File: config.mk
export PLATFORM = sky130hd
export DESIGN_NAME = board_writer
export DESIGN_NICKNAME = d
export VERILOG_FILES = /design/src/rtl/board_writer_pkg.sv /design/src/rtl/board_writer_deal_lfsr.sv /design/src/rtl/board_writer.sv
export SDC_FILE = /design/constraint.sdc
export NUM_CORES = 1
export LEC_CHECK = 0
export ABC_AREA = 0
export CAP_MARGIN = 20
export CORE_MARGIN = 2
export CORE_UTILIZATION = 40
export CTS_CLUSTER_DIAMETER = 200
export DETAILED_ROUTE_END_ITERATION = 16
export PLACE_DENSITY_LB_ADDON = 0.3
export SYNTH_ARGS = -nofsm -noshare
export SYNTH_HDL_FRONTEND = slang
export SYNTH_HIERARCHICAL = 1
export SYNTH_SLANG_ARGS = --single-unit
export TNS_END_PERCENT = 1
File: constraint.sdc
create_clock -name clk -period 3.4 [get_ports clk]
set_input_delay 0.68 -clock clk [delete_from_list [all_inputs] [get_ports clk]]
set_output_delay 0.68 -clock clk [all_outputs]
set_load 0.02 [all_outputs]
File: src/rtl/board_writer_pkg.sv
// Shared types, constants and deal helpers for the two-row card board.
package board_writer_pkg;

  typedef enum logic [2:0] {
    IDLE,
    DEAL,
    PLAY,
    WRITE,
    CHECK,
    OVER
  } state_t;

  localparam int CARD_W    = 4;
  localparam int NUM_MAX   = 5;
  localparam int ROW1_BASE = 20;
  localparam int VALUE_MAX = 9;
  localparam int ROW_W     = NUM_MAX * CARD_W;
  localparam int STATUS_W  = 2 * ROW_W;
  localparam logic [7:0] LFSR_SEED = 8'hA5;

  function automatic logic [2:0] eff_num(input logic [2:0] n);
    return (n == 3'd0 || n > 3'(NUM_MAX)) ? 3'(NUM_MAX) : n;
  endfunction

  // Fixed deal: column k holds k+1 while active, zero otherwise.
  function automatic logic [ROW_W-1:0] deal_row(input logic [2:0] n);
    logic [ROW_W-1:0] r;
    r = '0;
    for (int k = 0; k < NUM_MAX; k++)
      if (k < int'(n))
        r[k*CARD_W +: CARD_W] = CARD_W'(k + 1);
    return r;
  endfunction

endpackage

File: src/rtl/board_writer_deal_lfsr.sv
// Free-running 8-bit Fibonacci LFSR, x^8+x^6+x^5+x^4+1, for random deals.
module deal_lfsr
  import board_writer_pkg::*;
(
  input  logic       clk,
  input  logic       rst_n,
  output logic [3:0] rnd
);

  logic [7:0] lfsr_q;
  logic       fb;

  assign fb  = lfsr_q[7] ^ lfsr_q[5] ^ lfsr_q[4] ^ lfsr_q[3];
  assign rnd = lfsr_q[3:0];

  always_ff @(posedge clk or negedge rst_n) begin
    if (!rst_n) lfsr_q <= LFSR_SEED;
    else        lfsr_q <= {lfsr_q[6:0], fb};
  end

endmodule

File: src/rtl/board_writer.sv
// Two-row card board: deal, validated moves, per-move win check.
// Build option RANDOM_DEAL_EN deals LFSR cards over ten cycles.
module board_writer
  import board_writer_pkg::*;
(
  input  logic                clk,
  input  logic                rst_n,
  input  logic                start,
  input  logic [2:0]          num,
  input  logic                move_valid,
  input  logic [4:0]          move_index,
  input  logic [3:0]          move_value,
  output logic [STATUS_W-1:0] status,
  output logic                player,
  output logic                move_ready,
  output logic                move_err,
  output logic                game_over,
  output logic                winner
);

  state_t state_q, state_d;

  logic [STATUS_W-1:0] status_q;
  logic [STATUS_W-1:0] deal_word;
  logic [2:0]          num_q;
  logic                player_q;
  logic                winner_q;
  logic                err_q;

  logic                accept;
  logic                reject;
  logic                legal;
  logic                deal_done;
  logic                row_clear;
  logic                row_sel;
  logic [4:0]          col_off;
  logic [2:0]          col;
  logic [5:0]          wr_pos;

  always_comb begin
    row_sel = move_index >= 5'(ROW1_BASE);
    col_off = row_sel ? move_index - 5'(ROW1_BASE)
                      : move_index;
    col     = 3'(col_off >> 2);
    wr_pos  = {1'b0, move_index};
    legal   = (move_index[1:0] == 2'b00)
           && (wr_pos <= 6'(ROW1_BASE + 16))
           && (col < num_q)
           && (row_sel == player_q)
           && (move_value <= 4'(VALUE_MAX));
  end

  // Inactive cards are always zero, so the whole row stands in.
  assign row_clear = player_q
    ? (status_q[STATUS_W-1:ROW1_BASE] == '0)
    : (status_q[ROW_W-1:0] == '0);

`ifdef RANDOM_DEAL_EN
  logic [3:0] cnt_q;
  logic [3:0] rnd;
  logic [2:0] dcol;
  logic [3:0] card;

  deal_lfsr u_lfsr (
    .clk   (clk),
    .rst_n (rst_n),
    .rnd   (rnd)
  );

  always_comb begin
    dcol = (cnt_q >= 4'(NUM_MAX))
         ? 3'(cnt_q - 4'(NUM_MAX))
         : cnt_q[2:0];
    card = (dcol < num_q) ? (rnd % 4'd9) + 4'd1 : '0;
    deal_word = status_q;
    deal_word[{cnt_q, 2'b00} +: CARD_W] = card;
    deal_done = cnt_q == 4'(2 * NUM_MAX - 1);
  end

  always_ff @(posedge clk or negedge rst_n) begin
    if (!rst_n)               cnt_q <= '0;
    else if (start)           cnt_q <= '0;
    else if (state_q == DEAL) cnt_q <= cnt_q + 4'd1;
  end
`else
  always_comb begin
    deal_word = {deal_row(num_q), deal_row(num_q)};
    deal_done = 1'b1;
  end
`endif

  always_ff @(posedge clk or negedge rst_n) begin
    if (!rst_n) state_q <= IDLE;
    else        state_q <= state_d;
  end

  always_comb begin
    state_d = state_q;
    accept  = 1'b0;
    reject  = 1'b0;
    if (start) begin
      state_d = DEAL;
    end else begin
      unique case (state_q)
        IDLE:  state_d = IDLE;
        DEAL:  if (deal_done) state_d = PLAY;
        PLAY: begin
          if (move_valid) begin
            if (legal) begin
              accept  = 1'b1;
              state_d = WRITE;
            end else begin
              reject  = 1'b1;
            end
          end
        end
        WRITE: state_d = CHECK;
        CHECK: state_d = row_clear ? OVER : PLAY;
        OVER:  state_d = OVER;
        default: state_d = IDLE;
      endcase
    end
  end

  always_ff @(posedge clk or negedge rst_n) begin
    if (!rst_n) begin
      status_q <= '0;
      num_q    <= 3'(NUM_MAX);
      player_q <= 1'b0;
      winner_q <= 1'b0;
      err_q    <= 1'b0;
    end else begin
      err_q <= reject;
      if (start) begin
        num_q    <= eff_num(num);
        player_q <= 1'b0;
        winner_q <= 1'b0;
      end else if (state_q == DEAL) begin
        status_q <= deal_word;
      end else if (accept) begin
        status_q[wr_pos +: CARD_W] <= move_value;
      end else if (state_q == CHECK) begin
        if (row_clear) winner_q <= player_q;
        else           player_q <= ~player_q;
      end
    end
  end

  // The result is known in CHECK, one cycle before OVER is entered.
  assign status     = status_q;
  assign player     = player_q;
  assign move_ready = state_q == PLAY;
  assign move_err   = err_q;
  assign game_over  = (state_q == OVER)
                   || (state_q == CHECK && row_clear);
  assign winner     = (state_q == OVER) ? winner_q
                                        : (game_over & player_q);

endmodule

# Yosys cells after proc, flatten, opt, wreduce, memory -nomap -nowiden
# Index checks and enable logic that the tools add are counted.
# Widths: inputs -> output; s select.
[word_totals]
reg_bits = 49
elab_cells = 87
out_inout_bits = 45
inputBits = 16
[op_classes]
magnitude_cmp = 10
add_sub_neg = 2
reduce_logical = 18
mux = 35
n_bitwise = 3
eq_ne = 11
shift = 2
[ops]
columns = ["operator", "count"]
rows = [
  ["$mux 40", 2],
  ["$bwmux 40", 1],
  ["$logic_not 20->1", 2],
  ["$shift 4x8->40 const A", 1],
  ["$shiftx 4x8->40", 1],
  ["$mux 1", 21],
  ["$mux 3", 7],
  ["$pmux 3 s5", 1],
  ["$neg 5->8", 1],
  ["$reduce_and 4->1", 2],
  ["$eq 3x2->1 const B", 2],
  ["$eq 3x3->1 const B", 2],
  ["$le 5x6->1 const B", 1],
  ["$lt 1x3->1 const A", 2],
  ["$lt 2x3->1 const A", 2],
  ["$ne 2x2->1 const B", 3],
  ["$reduce_bool 2->1", 3],
  ["$ge 5x5->1 const B", 1],
  ["$logic_and 1x1->1", 5],
  ["$mux 5", 1],
  ["$sub 5x5->5 const B", 1],
  ["$le 4x4->1 const B", 1],
  ["$mux 2", 2],
  ["$reduce_and 2->1", 2],
  ["12 further kinds", 14],
]

# Logic depth before layout (Yosys ltp)
# Gate-level depths: netlist (run 1).
[logic_depth]
depth_word = 13
depth_mapped = 14

# Worst setup path before layout (run 1)
# Ideal clock, no wire load.
[synth_path]
path_kind = "input to register"
start = "in move_index[3]"
end = "reg status_q[14] (netlist: status[14])"
arrival_time_ns = 3.126
path_stages = 12
setup_slack_ns = 0.146
setup_ns = 0.128
path_buffers = 2
path_cell_list = "buf_2 -> inv_1 -> ha_1 -> a31oi_2 -> mux2i_1 -> ha_1 -> a31o_1 -> mux2i_2 -> nor3b_4 -> buf_6 -> a31oi_1 -> mux2_1"
[synth_between]
elab_chain_len = 12
word_cells_on_any_way = 22
classes_between = "add/sub (2); order compare (3); eq/ne (1); shift (2); mux (8); reduce/logical (6)"
[synth_lines]
columns = ["item", "line_no", "rtl"]
rows = [
  ["start: declaration", "board_writer.sv:11", "input logic [4:0] move_index,"],
  ["$sub 5x5->5 or $ge 5x5->1 (tied branches)", "board_writer.sv:42, board_writer.sv:41", ""],
  ["$mux 5", "board_writer.sv:42", "col_off = row_sel ? move_index - 5'(ROW1_BASE)"],
  ["$lt 3x3->1", "board_writer.sv:48", "&& (col < num_q)"],
  ["$logic_and 1x1->1", "board_writer.sv:48", ""],
  ["$logic_and 1x1->1", "board_writer.sv:49", "&& (row_sel == player_q)"],
  ["$logic_and 1x1->1", "board_writer.sv:50", "&& (move_value <= 4'(VALUE_MAX));"],
  ["$mux 1", "board_writer.sv:109", "if (legal) begin"],
  ["$mux 1", "board_writer.sv:108", "if (move_valid) begin"],
  ["$mux 1", "board_writer.sv:104", "unique case (state_q)"],
  ["$mux 1", "board_writer.sv:101", "if (start) begin"],
  ["$reduce_bool 2->1 (no line)", "-", ""],
  ["$reduce_and 2->1 (no line)", "-", ""],
  ["end signal: assignment", "board_writer.sv:139", "status_q <= deal_word;"],
  ["end signal: indexed assignment", "board_writer.sv:141", "status_q[wr_pos +: CARD_W] <= move_value;"],
  ["end: declaration", "board_writer.sv:23", "logic [STATUS_W-1:0] status_q;"],
]
# Several ways; a longest one is shown, not always the timed one. The select of a mux whose other input is x is not followed.
# A chain may end at the register's enable or synchronous reset.

# Worst setup path in the final report (run 1)
[layout_path]
start = "in move_index[1]"
end = "reg status_q[26] (netlist: status[26])"
# The elaborated chain is that of the path after synthesis.

==> results of run 1 <==
## what timing repair did
| item | in CTS | in global routing |
|---|---|---|
| pin swaps | 0 | 7 |
| setup buffers | 0 | 1 |
| gates resized for setup | 4 | 19 |
| hold buffers | 0 | 0 |
| endpoints found under the setup margin | 4 | 33 |
## cell type report
| type | instances | share of cell area |
|---|---|---|
| inverters | 12 | 0.00933 |
| well taps | 108 | 0.0280 |
| repair buffers | 130 | 0.234 |
| flip-flops and latches | 49 | 0.255 |
| clock buffers | 5 | 0.0143 |
| multi-input cells | 328 | 0.454 |
| clock inverters | 3 | 0.00544 |
## routing by layer
layer	part of all wire	up-vias	wire length, um	GRT usage
met1	0.43	1844	5280	0.359
li1	-	1771	-	-
met4	0.034	0	421	0.0940
met3	0.065	33	807	0.0439
met5	0	-	0	0
met2	0.47	180	5880	0.428
## cell usage after synthesis (4+ instances only)
master,number,area (um^2)
dfrtp_1,47,1180
nand3_1,18,90.1
buf_2,8,40.0
nor3_1,14,70.1
nor4_1,9,56.3
o21ai_2,5,43.8
a22oi_1,4,30.0
xnor2_1,5,43.8
o21ai_1,4,20.0
a21oi_1,28,140
ha_1,8,100
clkbuf_1,9,33.8
inv_1,11,41.3
o211ai_1,10,75.1
mux2_2,9,101
nand2_1,40,150
a31oi_1,7,43.8
o31ai_1,11,82.6
nor2_1,44,165
nor2b_1,5,31.3
mux2i_1,9,90.1
and2_1,6,37.5
a211oi_1,4,30.0
o21ai_0,19,95.1
## stage by stage
step,instance area (um^2),total power [mW]
after floorplan,3490,1.14
after global routing,4830,2.03
after CTS,4740,1.92
after global placement,4640,1.54
after detailed placement,4640,1.55
final,4830,1.93
## kinds of logic after synthesis
kind of cell / after synthesis
AO/OA/AOI/OAI: 127
XOR/XNOR: 6
adder cells (fa/ha/maj): 8
buffers and inverters: 32
flip-flops: 49
multiplexers: 22
AND/OR/NAND/NOR: 165
## power groups by stage
stage | registers, mW | clock network, mW | logic [mW]
detailed placement | 0.742 | 0 | 0.805
global placement | 0.739 | 0 | 0.798
floorplan | 0.806 | 0 | 0.338
CTS | 0.731 | 0.373 | 0.811
finish | 0.732 | 0.371 | 0.830
global route | 0.742 | 0.396 | 0.889
## how the worst min path moves through the flow
stage | startpoint | endpoint | slack, ps | depth (start not counted)
finish | rst_n | status[2] | 440 | 1
global route | rst_n | winner_q | 510 | 1
global placement | status[36] | status[36] | 490 | 1
floorplan | rst_n | move_err | 380 | 0
detailed placement | status[38] | status[38] | 500 | 1
CTS | rst_n | status[3] | 470 | 1
## registers in the layout, summed over array words and instances (netlist names)
name and count:
player 1, num_q 3, state_q 3, status 40
move_err 1, winner_q 1
==> qor.yml, run 1 <==
cts:
  cts-root-buf: "clkbuf_8"
  cts_max_path_buffers: 2
  h-tree-depth: 2
  clock-sinks: 49
  cts_tree: "yes"
  clock_latency_ps: 310
  numCtsBuffers: 5
  clk_pin_slew_ps: 100
synth:
  syn_nets: 433
  synth_warnings: 6
  synth_fa_ha_area_frac: 0.0287
  yosysSeqAreaShare: 0.352
  yosys.area_share.xor_xnor: 0.0151
  synth-simple-area-share: 0.241
  yosys_most_used_dff: "dfrtp_1"
  synth_top_family_by_area: "compound AO/OA/AOI/OAI gates"
  syn-cell-area_um2: 3490
  ys_types: 67
  synth_edf_count: 0
  synth_compound_area_frac: 0.252
  avgSynthCellArea_um2: 8.53
  synth.area.mux_share: 0.0685
  async_reset_ff_frac: 1.00
  syn-instance-count: 409
  ys_ff_latch: 49
critical_path:
  worst_path_dominant_cell_family: "compound AO/OA/AOI/OAI gates"
  crit_required_ps: 3570
  regToRegEndpoint: "status[26]"
  slowest_delay_ps: 520
  cp_num_buf_inv: 2
  cp-end-kind: "flop"
  rr_worst_depth: 10
  path_max_fanout: 8
  cp_slowest_cell: "clkdlybuf4s50_1"
  crit_path_start_kind: "primary input"
  reg2reg_slack_ps: 800
  r2r_start: "num_q[2]"
  path_class: "in -> reg"
  crit_end: "status[26]"
  arrival_ps: 3410
  crit_chain: "clkdlybuf4s50_1 -> nor2_4 -> a31oi_4 -> mux2i_1 -> ha_1 -> a31o_1 -> mux2i_2 -> nor3b_4 -> buf_6 -> o21ai_4 -> o211ai_1 -> o31ai_1"
  path_depth: 12
  startpoint: "move_index[1]"
sta:
  rsz0062_at_grt: "false"
  finalHoldWorstSlack_ps: 443
  period_needed_ps: 3240
  fin_skew_ps: 9.64
  max_freq_mhz: 309
  setup_viol: 0
  tns_ps: 0
  hold_viol: 0
  final-max-slew-violation-count: 0
  worst_slew_pin_slew_ps: 818
  finalCritPeriodShare: 0.953
  fin_ws_ps: 159
  relSlewSlack: 0.454
finish:
  nets: 550
  fillCellCount: 787
  antennaDiodeCount: 0
  finalNonFillerCells: 635
  seq_area_um2: 1230
  final_cell_mix: "buf_4 (69), clkdlybuf4s50_1 (54), dfrtp_1 (47)"
  multi_input_area_um2: 2190
  drive_gt1_frac: 0.235
  final_common_cell: "buf_4"
  syn2layout_area_growth_pct: 38.4
  post-route-util: 0.562
worst_hold_path:
  min_path_type: "in -> async"
flow_run:
  cap_violations: 0
status:
  outcome: "complete, no violations"
placement:
  portBuffers: 60
  preCtsSetupSlack_ps: -323
  gp_congestion: 0.969
  dp_cells: 626
  hpwlAfterDp_um: 9840
die:
  coreArea_um2: 8590
  die-area_um2: 9480
  die_x_um: 97.4
  num_rows: 34
  initial_core_util: 0.406
  io_pins: 61
  die_h_um: 97.4
route:
  avgViaCountPerCell: 6.03
  drt-total-wl_um: 12400
  first_iter_violations: 411
  antenna_left: 0
  drt_pre_antenna_iters: 5
  vias: 3828
  drc: 0
  drt-wirelength-per-cell_um: 19.5
grt:
  grt_pass1_wl_um: 20100
  grt_usage: 0.264
  gr-total-overflow: 0
  antenna_found_initial: 0
  grt_max_degree: 36
  grt_pass1_vias: 3744
power:
  p_sw_frac: 0.389
  power_density_nw_per_um2: 400
  p_comb_frac: 0.429
  total_leakage_power_nw: 2.05
  ir_worst_vdd_mv: 0.184
  seqPwrFrac: 0.379
  intPower_mw: 1.18
  switching_power_mw: 0.752
  pwr-share-clk: 0.192
Power figures use the tool's default switching activity.
==> run 2: changes to the inputs <==
--- a/config.mk
+++ b/config.mk
@@ -11,6 +11,7 @@
 export CORE_UTILIZATION = 40
 export CTS_CLUSTER_DIAMETER = 200
 export DETAILED_ROUTE_END_ITERATION = 16
+export GPL_TIMING_DRIVEN = 0
 export PLACE_DENSITY_LB_ADDON = 0.3
 export SYNTH_ARGS = -nofsm -noshare
 export SYNTH_HDL_FRONTEND = slang
==> run 2 against run 1 <==
Net effect:
- wire length decreased by 3.4%
- critical path depth decreased by 6
- setup slack got worse by 120 ps
- power decreased by 3.9%
- non-clock buffer count decreased by 44
- final cell count decreased by 6.9%
- utilization decreased by 4.3 points
- clock skew increased by 0.95 ps
- sequential power increased by 0.8%
- critical path type is now reg -> out
==> qor.yml, run 2 (synthesized netlist as in run 1, its figures left out) <==
status:
  outcome: "complete, no violations"
die:
  die_h_um: 97.4
  initial_core_util: 0.406
  die-area_um2: 9480
  num_rows: 34
  die_x_um: 97.4
  io_pins: 61
  coreArea_um2: 8590
power:
  total_leakage_power_nw: 1.79
  ir_worst_vdd_mv: 0.175
  switching_power_mw: 0.741
  intPower_mw: 1.12
  p_total_mw: 1.86
  seqPwrFrac: 0.397
  pwr-share-clk: 0.198
  p_sw_frac: 0.398
  power_density_nw_per_um2: 417
  p_comb_frac: 0.405
sta:
  final-max-slew-violation-count: 0
  finalHoldWorstSlack_ps: 365
  fin_ws_ps: 37.8
  worst_slew_pin_slew_ps: 869
  fin_skew_ps: 10.6
  hold_viol: 0
  relSlewSlack: 0.416
  period_needed_ps: 3360
  rsz0062_at_grt: "true"
  finalCritPeriodShare: 0.989
  setup_viol: 0
  max_freq_mhz: 297
finish:
  drive_gt1_frac: 0.141
  final_cell_mix: "clkdlybuf4s50_1 (53), dfrtp_1 (47), nor2_1 (44)"
  antennaDiodeCount: 0
  syn2layout_area_growth_pct: 27.9
  post-route-util: 0.519
  fillCellCount: 839
  final_common_cell: "clkdlybuf4s50_1"
  seq_area_um2: 1230
  nets: 506
  largest_register_ffs: 40
  multi_input_area_um2: 2170
grt:
  grt_pass1_vias: 3399
  antenna_found_initial: 0
  gr-usage-met3: 0.0417
  gr-total-overflow: 0
  grt_max_degree: 28
  met1_usage: 0.351
  grt_pass1_wl_um: 18500
  grt_usage: 0.244
  busiest_layer: "met2"
  use_met2: 0.380
critical_path:
  path_class: "reg -> out"
  crit_required_ps: 2720
  arrival_ps: 2680
  r2r_start: "num_q[2]"
  cp-end-kind: "output port"
  crit_chain: "or4_1 -> nor4_4 -> nor2_1 -> or3_1 -> o32ai_1 -> clkdlybuf4s15_1"
  startpoint: "status[3]"
  slowest_delay_ps: 590
  crit_path_start_kind: "flop"
  worst_path_dominant_cell_family: "simple AND/OR/NAND/NOR gates"
  path_max_fanout: 4
  cp_slowest_cell: "or4_1"
  cp_num_buf_inv: 1
cts:
  cts_max_path_buffers: 2
  cts_tree: "yes"
  clock-sinks: 49
  cts-root-buf: "clkbuf_8"
  numCtsBuffers: 5
  clk_pin_slew_ps: 90
  h-tree-depth: 2
  clock_latency_ps: 310
flow_run:
  cap_violations: 0
placement:
  portBuffers: 60
  gp_congestion: 0.979
  hpwlAfterDp_um: 9110
  preCtsSetupSlack_ps: -999
route:
  avgViaCountPerCell: 6.32
  drt-total-wl_um: 12000
  drt-wirelength-per-cell_um: 20.3
  first_iter_violations: 439
  drc: 0
  drt_pre_antenna_iters: 6
  vias: 3734
  antenna_left: 0
worst_hold_path:
  min_path_type: "in -> async"
## run 2: cell types whose count changed in the layout (fill, tap and decap cells not counted), moves of 3 or more
cell / change
a31oi_2: -3
clkbuf_1: +9
buf_6: +3
buf_4: -65
a31oi_1: +3
buf_2: +6
## run 2: metrics by stage
step,std cells,area (um^2),TNS (ps)
2_1_floorplan,409,3490,0
3_3_place_gp,577,4220,-27470
3_5_place_dp,578,4240,-30150
4_1_cts,587,4370,-599
5_1_grt,591,4460,-162
6_report,591,4460,0
## run 2: path summary, 6_finish.rpt
kind / to / slack [ps] / cells after the start
setup reg to reg: status[2] / 840 / 9
max in group asynchronous: num_q[2] / 2420 / 2
hold / removal: status[3] / 360 / 1
min in group clk: status[38] / 510 / 1
setup / recovery: winner / 40 / 6
hold reg to reg: status[38] / 510 / 1
## run 2: layer usage
metal  up-vias  wire, um
met3        29      1130
met5         -         0
met1      1812      5110
met4         0       300
met2       216      5440
li1       1677         -
## run 2: power by group through the flow
stage               clock network, mW  logic [mW]  registers [mW]
floorplan                           0       0.338           0.806
global placement                    0       0.709           0.745
detailed placement                  0       0.715           0.747
CTS                             0.370       0.723           0.735
global route                    0.399       0.798           0.749
finish                          0.367       0.753           0.738
## run 2: repair_timing
action,CTS,global route
endpoints found under the hold margin,0,0
pin swaps,0,2
hold buffers,0,0
gates cloned,0,0
buffers inserted,1,4
resized for setup,9,21
endpoints found under the setup margin,39,37
## run 2: area by class of cell
cell class	count	area share
timing repair buffer	66	0.149
sequential	49	0.275
multi-input combinational	328	0.487
tap	108	0.0303
inverter	12	0.0109
clock inverter	3	0.00561
buffer	20	0.0261
clock buffer	5	0.0154
